$ cat src/rtl/rf_write_queue.sv
`default_nettype none
// ============================================================================
//  Module      : rf_write_queue
//  Description : In-order write queue between the execute stage and the
//                register bank. Drains one queued result per cycle into the
//                bank write port and offers a combinational bypass lookup of
//                results that are queued but not yet written.
//  Revision    : 1.0  initial release
// ============================================================================
module rf_write_queue #(
  parameter int DATA_W = 8,
  parameter int ADDR_W = 5,
  parameter int DEPTH  = 4
) (
  input  logic                     clk,
  input  logic                     reset,        // asynchronous, active-low
  input  logic                     res_valid,
  output logic                     res_ready,
  input  logic [ADDR_W-1:0]        res_addr,
  input  logic [DATA_W-1:0]        res_data,
  input  logic                     flush,
  input  logic                     rf_stall,
  output logic                     rf_write,
  output logic [ADDR_W-1:0]        rf_addr,
  output logic [DATA_W-1:0]        rf_data,
  input  logic [ADDR_W-1:0]        lookup_addr,
  output logic                     lookup_hit,
  output logic [DATA_W-1:0]        lookup_data,
  output logic [$clog2(DEPTH):0]   count
);

  localparam int PTR_W = $clog2(DEPTH);
  localparam int CNT_W = PTR_W + 1;
  localparam logic [CNT_W-1:0] C_DEPTH = CNT_W'(DEPTH);

  logic [PTR_W-1:0]  wr_ptr_q, wr_ptr_d;
  logic [PTR_W-1:0]  rd_ptr_q, rd_ptr_d;
  logic [CNT_W-1:0]  count_q,  count_d;
  logic [ADDR_W-1:0] mem_addr_q [DEPTH];
  logic [ADDR_W-1:0] mem_addr_d [DEPTH];
  logic [DATA_W-1:0] mem_data_q [DEPTH];
  logic [DATA_W-1:0] mem_data_d [DEPTH];

  logic              push;
  logic              pop;
  logic [PTR_W-1:0]  lookup_idx;

  // Handshake and drain: no pass-through when full, nothing leaves during a flush.
  always_comb begin
    res_ready = (count_q < C_DEPTH);
    rf_write  = (count_q != '0) && !rf_stall && !flush;
    push      = res_valid && res_ready && !flush;
    pop       = rf_write;
    rf_addr   = (count_q != '0) ? mem_addr_q[rd_ptr_q] : '0;
    rf_data   = (count_q != '0) ? mem_data_q[rd_ptr_q] : '0;
    count     = count_q;
  end

  // Next-state for pointers, occupancy and storage; flush overrides everything.
  always_comb begin
    wr_ptr_d   = wr_ptr_q;
    rd_ptr_d   = rd_ptr_q;
    count_d    = count_q;
    mem_addr_d = mem_addr_q;
    mem_data_d = mem_data_q;
    if (flush) begin
      wr_ptr_d = '0;
      rd_ptr_d = '0;
      count_d  = '0;
    end else begin
      if (push) begin
        mem_addr_d[wr_ptr_q] = res_addr;
        mem_data_d[wr_ptr_q] = res_data;
        wr_ptr_d             = wr_ptr_q + 1'b1;   // DEPTH is a power of two: wraps naturally
      end
      if (pop) begin
        rd_ptr_d = rd_ptr_q + 1'b1;
      end
      case ({push, pop})
        2'b10:   count_d = count_q + 1'b1;
        2'b01:   count_d = count_q - 1'b1;
        default: count_d = count_q;
      endcase
    end
  end

  // Bypass lookup: walk oldest to youngest so the youngest match wins.
  always_comb begin
    lookup_hit  = 1'b0;
    lookup_data = '0;
    lookup_idx  = '0;
    for (int i = 0; i < DEPTH; i++) begin
      lookup_idx = rd_ptr_q + PTR_W'(i);
      if ((CNT_W'(i) < count_q) && (mem_addr_q[lookup_idx] == lookup_addr)) begin
        lookup_hit  = 1'b1;
        lookup_data = mem_data_q[lookup_idx];
      end
    end
  end

  // State registers with asynchronous active-low reset.
  always_ff @(posedge clk or negedge reset) begin
    if (!reset) begin
      wr_ptr_q <= '0;
      rd_ptr_q <= '0;
      count_q  <= '0;
      for (int i = 0; i < DEPTH; i++) begin
        mem_addr_q[i] <= '0;
        mem_data_q[i] <= '0;
      end
    end else begin
      wr_ptr_q   <= wr_ptr_d;
      rd_ptr_q   <= rd_ptr_d;
      count_q    <= count_d;
      mem_addr_q <= mem_addr_d;
      mem_data_q <= mem_data_d;
    end
  end

endmodule
`default_nettype wire

$ cat config.mk
export PLATFORM = sky130hd
export DESIGN_NAME = rf_write_queue
export DESIGN_NICKNAME = d
export VERILOG_FILES = /design/src/rtl/rf_write_queue.sv
export SDC_FILE = /design/constraint.sdc
export NUM_CORES = 1
export LEC_CHECK = 0
export CORE_AREA = 2 2 98 100
export DETAILED_ROUTE_END_ITERATION = 10
export DIE_AREA = 0 0 100 102
export MAX_ROUTING_LAYER = met4
export PLACE_DENSITY = 0.68
export SLEW_MARGIN = 20
export SYNTH_ARGS = -nofsm -noshare
export SYNTH_HDL_FRONTEND = slang
export SYNTH_SLANG_ARGS = --single-unit
$ cat constraint.sdc
create_clock -name clk -period 4 [get_ports clk]
set_input_delay 0.8 -clock clk [delete_from_list [all_inputs] [get_ports clk]]
set_output_delay 0.8 -clock clk [all_outputs]
set_load 0.01 [all_outputs]
==> results.cfg <==
[detailed_routing]
dr.first_iter.drc_count = 147
viasPerCell = 6.02
finalWirelength_um = 10800
wl_per_cell_um = 18.9
ant_nets = 0
num_vias = 3450
wl_met3_um = 339
wl_met1_um = 5100
firstDrtPassIters = 5
topRoutingLayerUsed = met4
route.detailed.drc = 0
dr_wl_met2_um = 5190

[critical_path]
critPathSlowestCell = mux4_2
arrival_ps = 3090
cpPeakStageDelay_ps = 510
path_cells = buf_12 -> buf_12 -> mux4_2 -> xnor2_1 -> o21ai_1 -> or2_1 -> a211o_1 -> buf_4 -> o32ai_1 -> buf_2
path_class = reg -> out
rr_startpoint = count[1]
critPathMostFrequentCell = buf_12
cp.required_ps = 3200
path_buf_inv = 4
crit_start = rd_ptr_q[0]
crit_path_end_kind = output pin
worst-path-max-fanout = 13
cp-start-kind = register
crit_family = compound AO/OA/AOI/OAI gates

[timing]
whs_ps = 530
setup_viol = 0
slew_headroom_pct = 46.8
hold_viol = 0
drv_slew = 0
tightest_slew_ps = 799
period_share_pct = 97.3
period_minus_slack_ps = 3890
fin_setup_tns_ps = 0
fmax_ghz = 0.257
fin_skew_ps = 6.51

[clock_tree]
htree_num_levels = 3
clock-sinks = 59
cts_buffers = 9
cts_hold_buf = 0
insertion_delay_ps = 330
tritoncts = built
cts_buffer_depth = 2
path_clk_slew_ps = 70
clockRootBuffer = clkbuf_8

[logic_synthesis]
synth_async_sr_flop_share_pct = 100
ys.flop_type = dfrtp_1
yosysSeqAreaShare_pct = 33.3
ys_ff_latch = 59
synthesis.nets = 427
synth-edff-count = 0
ys_warn_count = 0
netlist_area_mm2 = 0.00443
syn_area_per_cell_um2 = 11.2
synthCells = 396
synth.distinct_cells = 44

[cells_and_area]
layout.cells.most_common = mux2_2
final_nets = 490
layout_common_cells = mux2_2, dfrtp_1, clkdlybuf4s50_1, buf_4, mux2i_1
multi_input_area_mm2 = 0.00280
antenna_cells = 0
drive_gt1_share_pct = 33.1
area_delta_synth_final_pct = 21.2
register_area_mm2 = 0.00148
final.fill_count = 804

[floorplanning]
dieArea_mm2 = 0.0102
rows = 35
die_h_um = 102
die_w_um = 100
start_util_pct = 48.7
ios = 50
core_mm2 = 0.00911

[placement]
dp_hpwl_um = 7470
port_buffers = 49
gp_congestion = 0.890

[global_route]
antenna_found_initial = 0
grt_first_pass_wirelength_um = 17600
grt_pass1_vias = 3439
grtUsageTotal_pct = 22.9
grt_max_degree = 36
grt_overflow_total = 0

[outcome]
status = complete, no violations

[power_and_ir_drop]
power_density_mw_per_mm2 = 766
p_leak_nw = 2.13
irDropWorstVdd_v = 0.000328

[worst_hold_path]
hold_path_startpoint = mem_data_q[4]
hold_class = reg -> reg

[run]
maxCapViolCount = 0
[state kept, by name, summed over array words and instances (netlist names)]
name        count
count           3
mem_addr_q     20
mem_data_q     32
rd_ptr_q        2
wr_ptr_q        2
[final timing paths]
path,to,slack [ps],cells past startpoint
hold / removal,mem_data_q[4],530,1
setup reg to reg,count[1],1550,6
setup / recovery,lookup_data[4],110,10
max in group asynchronous,mem_data_q[25],2610,2
hold reg to reg,mem_data_q[4],530,1
min in group asynchronous,mem_addr_q[6],540,1
[power by group]
| group | total, W | internal (W) | switching [W] |
|---|---|---|---|
| combinational | 0.00250 | 0.00135 | 0.00115 |
| sequential | 0.00114 | 0.000872 | 0.000265 |
| clock | 0.000475 | 0.000248 | 0.000227 |
[Yosys cell counts, types with 2 or more instances]
library cell	instances	area share [%]
nor3b_1	17	2.9
mux2_2	70	18
mux4_1	9	5.3
o32ai_1	8	1.6
xor2_1	5	0.99
nor3_1	9	1.0
buf_6	2	0.51
nor2_1	18	1.5
nor2b_1	9	1.3
dfrtp_1	59	33
nand2_1	21	1.8
a211o_1	3	0.59
a21oi_1	3	0.34
nand3_1	2	0.23
xnor2_1	18	3.6
mux4_2	9	4.6
buf_2	8	0.90
mux2i_1	27	6.1
clkbuf_1	18	1.5
ha_1	8	2.3
o21ai_0	14	1.6
inv_1	6	0.51
o31ai_1	8	1.4
a311oi_1	16	3.2
and2_0	4	0.56
and2_1	7	0.99
[metal layers]
metal,GRT usage (%),vias to the layer above
li1,-,1613
met1,30.5,1721
met2,36.5,92
met3,2.80,24
met4,7.90,0
met5,-,-
[kinds of logic (layout without fill, tap and decap cells)]
logic type                 after synthesis  after routing  synth area share (%)
and+or+nand+nor                         95             95                  11.6
xor gates and xnor gates                24             24                  4.91
muxes                                  115            115                  33.8
DFF                                     59             59                  33.3
adders and majority gates                9              9                  2.48
AOI/OAI and AO/OA                       56             56                  9.48
buffers and inverters                   38            104                  4.49
[through the flow]
stage	instance area, um2	std cells	util (%)	total power (W)	setup WS [ps]
floorplan	4430	396	-	0.00273	557
global placement	5140	555	56.4	0.00349	-234
detailed placement	5140	555	56.4	0.00355	-316
CTS	5350	572	58.7	0.00408	2.40
global route	5370	573	59.0	0.00442	-4.16
finish	5370	573	59.0	0.00412	109
[layout make-up]
cell class              instances  share of cell area (%)
flip-flops and latches         59                    27.5
repair buffers                 84                    14.3
inverters                       6                   0.419
clock buffers                  11                    2.82
clock inverters                 3                   0.279
well taps                     111                    2.58
multi-input cells             299                    52.1
[repair_timing]
action | in CTS | in global routing
buffers inserted | 3 | 0
pin swaps | 0 | 1
gates resized for setup | 25 | 19
gates cloned | 0 | 1
setup endpoints to repair | 8 | 8
Note: power is estimated with default switching activity, not from simulation.
